`src/rtl/inv_pkg.sv`:
```
// Items shared between the invader-game blocks: playfield geometry, formation
// size and the player shot state encoding.
package inv_pkg;

    localparam int H_ACTIVE  = 640;
    localparam int V_ACTIVE  = 480;
    localparam int TOP_Y     = 32;
    localparam int INV_COUNT = 24;

    typedef enum logic [1:0] {
        IDLE = 2'd0,
        FLY  = 2'd1,
        COOL = 2'd2
    } shot_state_t;

    // Centre the shot on the ship; a ship hugging either edge pins the shot to the playfield.
    function automatic logic [10:0] shot_launch_x(
        input logic [10:0] px,
        input logic [5:0]  pw,
        input logic [11:0] half_shot,
        input logic [11:0] max_x
    );
        logic [11:0] w_centre;
        logic [11:0] w_left;
        logic [10:0] w_res;
        w_centre = {1'b0, px} + ({6'd0, pw} >> 1);
        w_left   = w_centre - half_shot;
        if (w_centre < half_shot) begin
            w_res = 11'd0;
        end else if (w_left > max_x) begin
            w_res = max_x[10:0];
        end else begin
            w_res = w_left[10:0];
        end
        return w_res;
    endfunction

endpackage

```
`src/rtl/player_shot_controller_rise_detect.sv`:
```
// One-flop rising-edge detector. The flop resets high so a level already
// asserted when reset releases does not register as an edge.
module rise_detect (
    input  logic i_clk,
    input  logic i_rst,
    input  logic i_d,
    output logic o_rise
);

    logic r_q;

    // Previous-cycle copy of the input.
    always_ff @(posedge i_clk) begin
        if (i_rst) begin
            r_q <= 1'b1;
        end else begin
            r_q <= i_d;
        end
    end

    assign o_rise = i_d & ~r_q;

endmodule

```
`src/rtl/player_shot_controller.sv`:
```
// Player laser shot: launches on a fire edge, climbs once per move_tick, retires
// on an invader hit or at the top row, then locks out relaunch for a cooldown.
module player_shot_controller
    import inv_pkg::*;
#(
    parameter int SHOT_W     = 2,
    parameter int SHOT_H     = 12,
    parameter int SHOT_STEP  = 4,
    parameter int LAUNCH_Y   = 440,
    parameter int TOP_Y      = inv_pkg::TOP_Y,
    parameter int H_ACTIVE   = inv_pkg::H_ACTIVE,
    parameter int COOL_TICKS = 8
) (
    input  logic        clk,
    input  logic        rst,
    input  logic        move_tick,
    input  logic        fire,
    input  logic [10:0] player_x,
    input  logic [5:0]  player_w,
    input  logic [10:0] pixel_x,
    input  logic [10:0] pixel_y,
    input  logic        ship_pixel,
    output logic        shot_pixel,
    output logic        shot_active,
    output logic        hit,
    output logic [4:0]  kills
);

    localparam int COOL_W = $clog2(COOL_TICKS + 1);

    shot_state_t       r_state;
    shot_state_t       w_state_next;
    logic [10:0]       r_shot_x;
    logic [10:0]       r_shot_y;
    logic [COOL_W-1:0] r_cool;
    logic [4:0]        r_kills;
    logic              r_hit;

    logic w_fire_rise;
    logic w_collide;
    logic w_at_top;
    logic w_cool_done;
    logic w_in_x;
    logic w_in_y;

    rise_detect u_fire_edge (
        .i_clk  (clk),
        .i_rst  (rst),
        .i_d    (fire),
        .o_rise (w_fire_rise)
    );

    // Compare before subtracting so the shot never wraps below row 0.
    assign w_at_top    = ({1'b0, r_shot_y} < 12'(TOP_Y + SHOT_STEP));
    assign w_cool_done = (r_cool == COOL_W'(COOL_TICKS - 1));
    assign w_in_x      = ({1'b0, pixel_x} >= {1'b0, r_shot_x}) &&
                         ({1'b0, pixel_x} <  ({1'b0, r_shot_x} + 12'(SHOT_W)));
    assign w_in_y      = ({1'b0, pixel_y} >= {1'b0, r_shot_y}) &&
                         ({1'b0, pixel_y} <  ({1'b0, r_shot_y} + 12'(SHOT_H)));
    assign w_collide   = shot_pixel && ship_pixel;

    // State register.
    always_ff @(posedge clk) begin
        if (rst) begin
            r_state <= IDLE;
        end else begin
            r_state <= w_state_next;
        end
    end

    // Next-state logic; a collision outranks the movement step in the same cycle.
    always_comb begin
        w_state_next = r_state;
        case (r_state)
            IDLE: begin
                if (w_fire_rise) w_state_next = FLY;
                else             w_state_next = IDLE;
            end
            FLY: begin
                if (w_collide)                  w_state_next = COOL;
                else if (move_tick && w_at_top) w_state_next = COOL;
                else                            w_state_next = FLY;
            end
            COOL: begin
                if (move_tick && w_cool_done) w_state_next = IDLE;
                else                          w_state_next = COOL;
            end
            default: w_state_next = IDLE;
        endcase
    end

    // Output decode; the shot stays drawn in the collision cycle itself.
    always_comb begin
        shot_active = 1'b0;
        shot_pixel  = 1'b0;
        if (r_state == FLY) begin
            shot_active = 1'b1;
            shot_pixel  = w_in_x && w_in_y;
        end else begin
            shot_active = 1'b0;
            shot_pixel  = 1'b0;
        end
    end

    // Shot position, cooldown count, kill tally and hit pulse.
    always_ff @(posedge clk) begin
        if (rst) begin
            r_shot_x <= 11'd0;
            r_shot_y <= 11'd0;
            r_cool   <= '0;
            r_kills  <= 5'd0;
            r_hit    <= 1'b0;
        end else begin
            r_hit <= w_collide;
            case (r_state)
                IDLE: begin
                    if (w_fire_rise) begin
                        r_shot_y <= 11'(LAUNCH_Y);
                        r_shot_x <= shot_launch_x(player_x, player_w,
                                                  12'(SHOT_W / 2), 12'(H_ACTIVE - SHOT_W));
                    end
                end
                FLY: begin
                    if (w_collide) begin
                        r_cool <= '0;
                        if (r_kills != 5'(INV_COUNT)) begin
                            r_kills <= r_kills + 5'd1;
                        end
                    end else if (move_tick) begin
                        if (w_at_top) begin
                            r_cool <= '0;
                        end else begin
                            r_shot_y <= r_shot_y - 11'(SHOT_STEP);
                        end
                    end
                end
                COOL: begin
                    if (move_tick && !w_cool_done) begin
                        r_cool <= r_cool + COOL_W'(1);
                    end
                end
                default: r_cool <= '0;
            endcase
        end
    end

    assign hit   = r_hit;
    assign kills = r_kills;

endmodule

```
`config.mk`:
```
export PLATFORM = sky130hd
export DESIGN_NAME = player_shot_controller
export DESIGN_NICKNAME = d
export VERILOG_FILES = /design/src/rtl/inv_pkg.sv /design/src/rtl/player_shot_controller_rise_detect.sv /design/src/rtl/player_shot_controller.sv
export SDC_FILE = /design/constraint.sdc
export NUM_CORES = 1
export LEC_CHECK = 0
export CAP_MARGIN = 5
export CORE_MARGIN = 2
export CORE_UTILIZATION = 35
export CTS_BUF_LIST = sky130_fd_sc_hd__clkbuf_8
export DETAILED_ROUTE_END_ITERATION = 8
export DONT_BUFFER_PORTS = 1
export GPL_TIMING_DRIVEN = 0
export PLACE_DENSITY = 0.59
export SLEW_MARGIN = 20
export SYNTH_ARGS = -nofsm -noshare
export SYNTH_HDL_FRONTEND = slang
export SYNTH_SLANG_ARGS = --single-unit
```
`constraint.sdc`:
```
create_clock -name clk -period 4.2 [get_ports clk]
set_clock_uncertainty 0.1 [all_clocks]
set_input_delay 1.26 -clock clk [delete_from_list [all_inputs] [get_ports clk]]
set_output_delay 1.26 -clock clk [all_outputs]
set_load 0.02 [all_outputs]
```
# Word level (Yosys, flattened, before mapping)
# Cells that the tools add are included.
[totals]
output_inout_bits = 8
inputBits = 44
elab_cells = 68
register_bits = 35
[op_classes]
n_lt_le_gt_ge = 7
n_mux = 19
n_eq_ne = 11
n_bitwise = 3
n_reduce_logical = 14
n_addsub = 7
[ops]
columns = ["op", "n"]
rows = [
  ["two-way mux 11 bit", 6],
  ["< comparator 11 x 12 -> 1 bit", 2],
  [">= comparator 11 bit", 2],
  ["one-hot mux 11 bit (2 select lines)", 1],
  ["two-way mux 4 bit", 4],
  ["adder 11 x 2 -> 12 bit, second input constant", 1],
  ["adder 11 x 4 -> 12 bit, second input constant", 1],
  ["adder 11 x 5 -> 12 bit", 1],
  ["> comparator 12 x 10 -> 1 bit, second input constant", 1],
  ["< comparator 12 x 1 -> 1 bit, second input constant", 1],
  ["one-hot mux 4 bit (3 select lines)", 1],
  ["subtractor 12 x 1 -> 12 bit, second input constant", 1],
  ["< comparator 11 x 6 -> 1 bit, second input constant", 1],
  ["subtractor 11 x 3 -> 11 bit, second input constant", 1],
  ["inequality test 2 bit, second input constant", 4],
  ["logical AND 1 bit", 7],
  ["two-way mux 2 bit", 3],
  ["inequality test 3 bit, second input constant", 2],
  ["one-hot mux 2 bit (3 select lines)", 1],
  ["adder 5 x 1 -> 5 bit, second input constant", 1],
  ["inequality test 5 bit, second input constant", 1],
  ["AND reduction 5 bit", 1],
  ["adder 4 x 1 -> 4 bit, second input constant", 1],
  ["equality test 4 x 3 -> 1 bit, second input constant", 1],
  ["12 further kinds", 15],
]

# Logic depth before layout (Yosys ltp)
# Gate-level depths: netlist of run 1.
[logic_depth]
depth_word = 8
mapped_depth = 14
mapped_depth_nobuf = 13

# Cells and area by module
# Synthesis of run 1 repeated with hierarchy kept, for this count alone.
[unflattened]
hier_cells = 446
hier_area_um2 = 3691.0
[by_module_without_submodules]
columns = ["mod", "area_each_um2", "seq_area_each_um2", "cells_per_inst", "instances"]
rows = [
  ["player_shot_controller", 3658.5, 640.6, 443, 1],
  ["rise_detect", 32.5, 20.0, 3, 1],
]

# Worst setup path before layout of run 1
# OpenSTA, ideal clock, no wires.
[synth_timing]
kind = "input to output"
from = "in pixel_x[7]"
to = "out shot_pixel"
t_arrival_ns = 2.879
required_time_ns = 2.840
path_buffers = 0
slack_ns = -0.039
cell_stages = 7
cell_sequence = "ha_1 a21o_1 a211o_1 a211oi_1 nor3_1 a211oi_2 and2_1"
[synth_between]
elab_chain_len = 4
elab_cells_between_ends = 5
classes_between = "order compare (2); mux (1); reduce/logical (2)"
[synth_lines]
columns = ["element", "line_no", "source"]
rows = [
  ["start: declaration", "player_shot_controller.sv:20", "input logic [10:0] pixel_x,"],
  ["< comparator 11 x 12 -> 1 bit or >= comparator 11 bit (tied branches)", "player_shot_controller.sv:57, player_shot_controller.sv:56", ""],
  ["logical AND 1 bit (*)", "player_shot_controller.sv:56", "assign w_in_x = ({1'b0, pixel_x} >= {1'b0, r_shot_x}) &&"],
  ["logical AND 1 bit (*)", "player_shot_controller.sv:98", "shot_pixel = w_in_x && w_in_y;"],
  ["two-way mux 1 bit (*)", "player_shot_controller.sv:96", "if (r_state == FLY) begin"],
  ["end: declaration", "player_shot_controller.sv:23", "output logic shot_pixel,"],
]
# Every way passes the cells marked *; elsewhere a longest branch is shown, timed or not.

# Worst setup path in the final report of run 1
# Ends and elaborated chain as after synthesis.

==> results of run 1 <==
-- timing repair --
action	CTS	global route
hold buffers	0	0
setup endpoints to repair	1	1
gates resized for setup	13	6
setup buffers	2	0
pin swaps	5	1
-- through the flow --
step	power [W]	setup TNS, ns
global route	0.000983	-0.00824
global placement	0.000660	-0.323
floorplan	0.000604	0
CTS	0.000918	0
detailed placement	0.000668	-0.335
finish	0.000909	0
-- per-layer routing --
layer | GRT usage (%) | up-vias | share of wire, %
met5 | 0 | - | 0
met4 | 4.29 | 0 | 1.6
met3 | 2.25 | 11 | 4.1
met2 | 24.9 | 66 | 46
met1 | 19.7 | 1500 | 49
li1 | - | 1676 | -
-- flip-flops by register name (all words and copies together), names as in the netlist --
register / count
r_state: 2
r_shot_y: 9
hit: 1
u_fire_edge.r_q: 1
kills: 5
r_shot_x: 11
r_cool: 4
-- logic make-up after synthesis --
logic type / share of synthesized area, %
AO/OA/AOI/OAI: 24.4
XOR/XNOR: 6.91
adder cells (fa/ha/maj): 18.5
buffers and inverters: 5.67
flip-flops: 18.6
multiplexers: 0.282
AND/OR/NAND/NOR: 25.6
-- tightest hold or removal path, cell delays in order (launching register included) --
cell	delay, ns
dfxtp_1	0.31
o21ai_0	0.07
a21oi_1	0.06
-- cell usage in the layout, fill, tap and decap left out, types with 6 or more instances in the layout --
master and n:
nand4_1 9, dfxtp_1 29, a221oi_1 7, xor2_1 6
nor3_1 15, nor2_1 38, xnor2_1 21, nand2b_1 7
nand2_1 28, a31oi_1 7, clkbuf_1 6, a21oi_1 19
nor4_1 8, nand3_1 21, a21o_1 7, clkbuf_8 6
o21ai_0 14, inv_1 36, ha_1 48
-- worst max-delay path by stage --
stage / depth (start not counted) / slack (ns) / end / from
finish: 7 / 0.04 / shot_pixel / pixel_x[7]
CTS: 7 / 0.009 / shot_pixel / pixel_x[7]
floorplan: 7 / 0.009 / shot_pixel / pixel_x[7]
global placement: 7 / -0.32 / shot_pixel / pixel_x[7]
global route: 10 / -0.008 / shot_pixel / r_shot_x[1]$_SDFFE_PP0P_
detailed placement: 7 / -0.32 / shot_pixel / pixel_x[7]
-- area by class of cell --
class	instances	area share, %
buffer	13	1.80
tap	133	4.28
clock inverter	1	0.0964
sequential	33	17.1
timing repair buffer	2	0.386
clock buffer	6	2.12
multi-input combinational	362	70.8
inverter	35	3.38
-- power groups by stage --
stage	clock [W]	combinational, W	sequential, W
6_report	0.000239	0.000331	0.000339
5_1_grt	0.000262	0.000380	0.000341
4_1_cts	0.000249	0.000330	0.000339
3_5_place_dp	0	0.000323	0.000345
3_3_place_gp	0	0.000316	0.000344
2_1_floorplan	0	0.000263	0.000341
-- synth_stat cells, types with 3 or more instances --
cell      instances  area [um2]
and4_1            3        26.3
xor2_1            6        52.6
o211ai_1          4        30.0
dfxtp_1          33         661
nand2b_1          7        43.8
a211oi_1          5        37.5
nand4_1           9        56.3
a221oi_1          8        70.1
or3_1             3        18.8
inv_1            35         131
a22o_1            4        35.0
o21a_1            5        37.5
nand2_1          28         105
nor3_1           16        80.1
nand3_1          21         105
buf_2             5        25.0
nor4_1            9        56.3
a31oi_1           7        43.8
nor2_1           39         146
o31ai_1           3        22.5
nor3b_1           3        22.5
and3_1            7        43.8
a21oi_1          19        95.1
a311oi_1          4        35.0
a31o_2            3        26.3
a211oi_2          4        50.1
ha_1             51         638
xnor2_1          22         193
or2_2             3        18.8
o21ai_0          15        75.1
nor2b_1           3        18.8
a21o_1            7        52.6
clkbuf_1          6        22.5
==> results.toml, run 1 <==
[sta]
fin_ws_ns = 0.0366
hold_ws_ns = 0.390
worst_slew_pin_slew_ns = 0.835
relSlewSlack_pct = 44.2
min_period_ns = 4.16
finalSetupViolations = 0
clock.fmax_mhz = 240
min_period_over_period_pct = 99.1
hold_viol = 0
slew_viol_final = 0

[routing]
ant_nets = 0
routed_wl_um = 8080
viasPerCell = 5.56
drc_errors = 0
avgRoutedWirePerCell_um = 13.8
drtPass1Iterations = 4
drt_iter0_markers = 169
num_vias = 3253

[synth]
synth.distinct_cells = 68
synth-seq-cells = 33
synth_fp_nets = 539
synth_flop_cell = "dfxtp_1"
yosysWarnings = 0
postSynthAreaPerCell_um2 = 8.02
netlist_area_mm2 = 0.00355
async_flop_share_pct = 0
netlist_instances = 443
synth-edff-count = 0
ys_seq_area_share_pct = 18.6

[layout]
drive_gt1_share_pct = 12.8
register_area_um2 = 666
syn2layout_area_growth_pct = 9.62
diodes = 0
nets = 548
post-route-cell-area_mm2 = 0.00389
fillers = 1015
multiInputGateArea_mm2 = 0.00276
final_core_util_pct = 39.6
final_cells = 585

[power_and_ir_drop]
ir_worst_vdd_mv = 0.105
seq_power_share_pct = 37.3
combPwrFrac_pct = 36.4
power_switching_w = 0.000320
internal-power_w = 0.000590
p_sw_share_pct = 35.2
powerDensity_mw_per_mm2 = 234
power_leakage_nw = 1.42
pwr-share-clk_pct = 26.3

[setup_path]
critPathBufInv = 0
cpPeakStageDelay_ns = 0.30
r2r-end = "r_shot_y[4]$_SDFFE_PP0P_"
path_cells = "ha_4 > a21o_1 > a211o_1 > a211oi_2 > nor3_2 > a211oi_2 > and2_4"
path_class = "input port to output pin"
rrSetupSlack_ns = 0.71
path_max_fanout = 2
crit_path_top_delay_cell = "a211oi_2"
end_kind = "output pin"
cp_common_cell = "a211oi_2"
critPathLaunchType = "input port"
cp_top_family = "compound AO/OA/AOI/OAI gates"
timing.rr.start = "r_shot_x[1]$_SDFFE_PP0P_"
cp_data_arrival_time_ns = 2.80
reg2regPathDepth = 14
worstPathRequired_ns = 2.84

[hold_path]
hold_end = "r_cool[3]$_SDFFE_PP0P_"
hold_path_class = "flip-flop to flip-flop"
hold_depth = 2
worstHoldStart = "r_cool[3]$_SDFFE_PP0P_"

[grt]
gr-usage-all-layers_pct = 14.9
grt_first_pass_wirelength_um = 14000
antenna_found_initial = 0
first_global_vias = 3065
grt_start_max_net_pins = 11
grt-ovfl-total = 0

[die]
die_area_mm2 = 0.0110
die-height_um = 105
die_x_um = 105
start_util_pct = 36.2
coreArea_mm2 = 0.00982
ios = 52
rows = 36

[placement]
place_hpwl_um = 6610
place_inst = 576
placed_cell_area_mm2 = 0.00372
port_buffers = 0
place.gp.congestion = 0.832
pre_cts_slack_ns = -0.318

[clock_tree]
clk_pin_slew_ns = 0.06
root_buffer = "clkbuf_8"
insertion_delay_ns = 0.28
clock_sinks = 33
h-tree-depth = 2
ctsLongestPathBuffers = 2
numCtsBuffers = 5
cts_tree = "done"

[run_status]
status = "finished, final reports clean"

[job]
maxCapViolCount = 0
(Power assumes the default switching activity.)
==> run 2, diff against run 1 <==
Settings changed: ABC_CLOCK_PERIOD_IN_PS set to 4200.
==> results of run 2 <==
The final DEF is identical to that of run 1; final timing and power are the same.
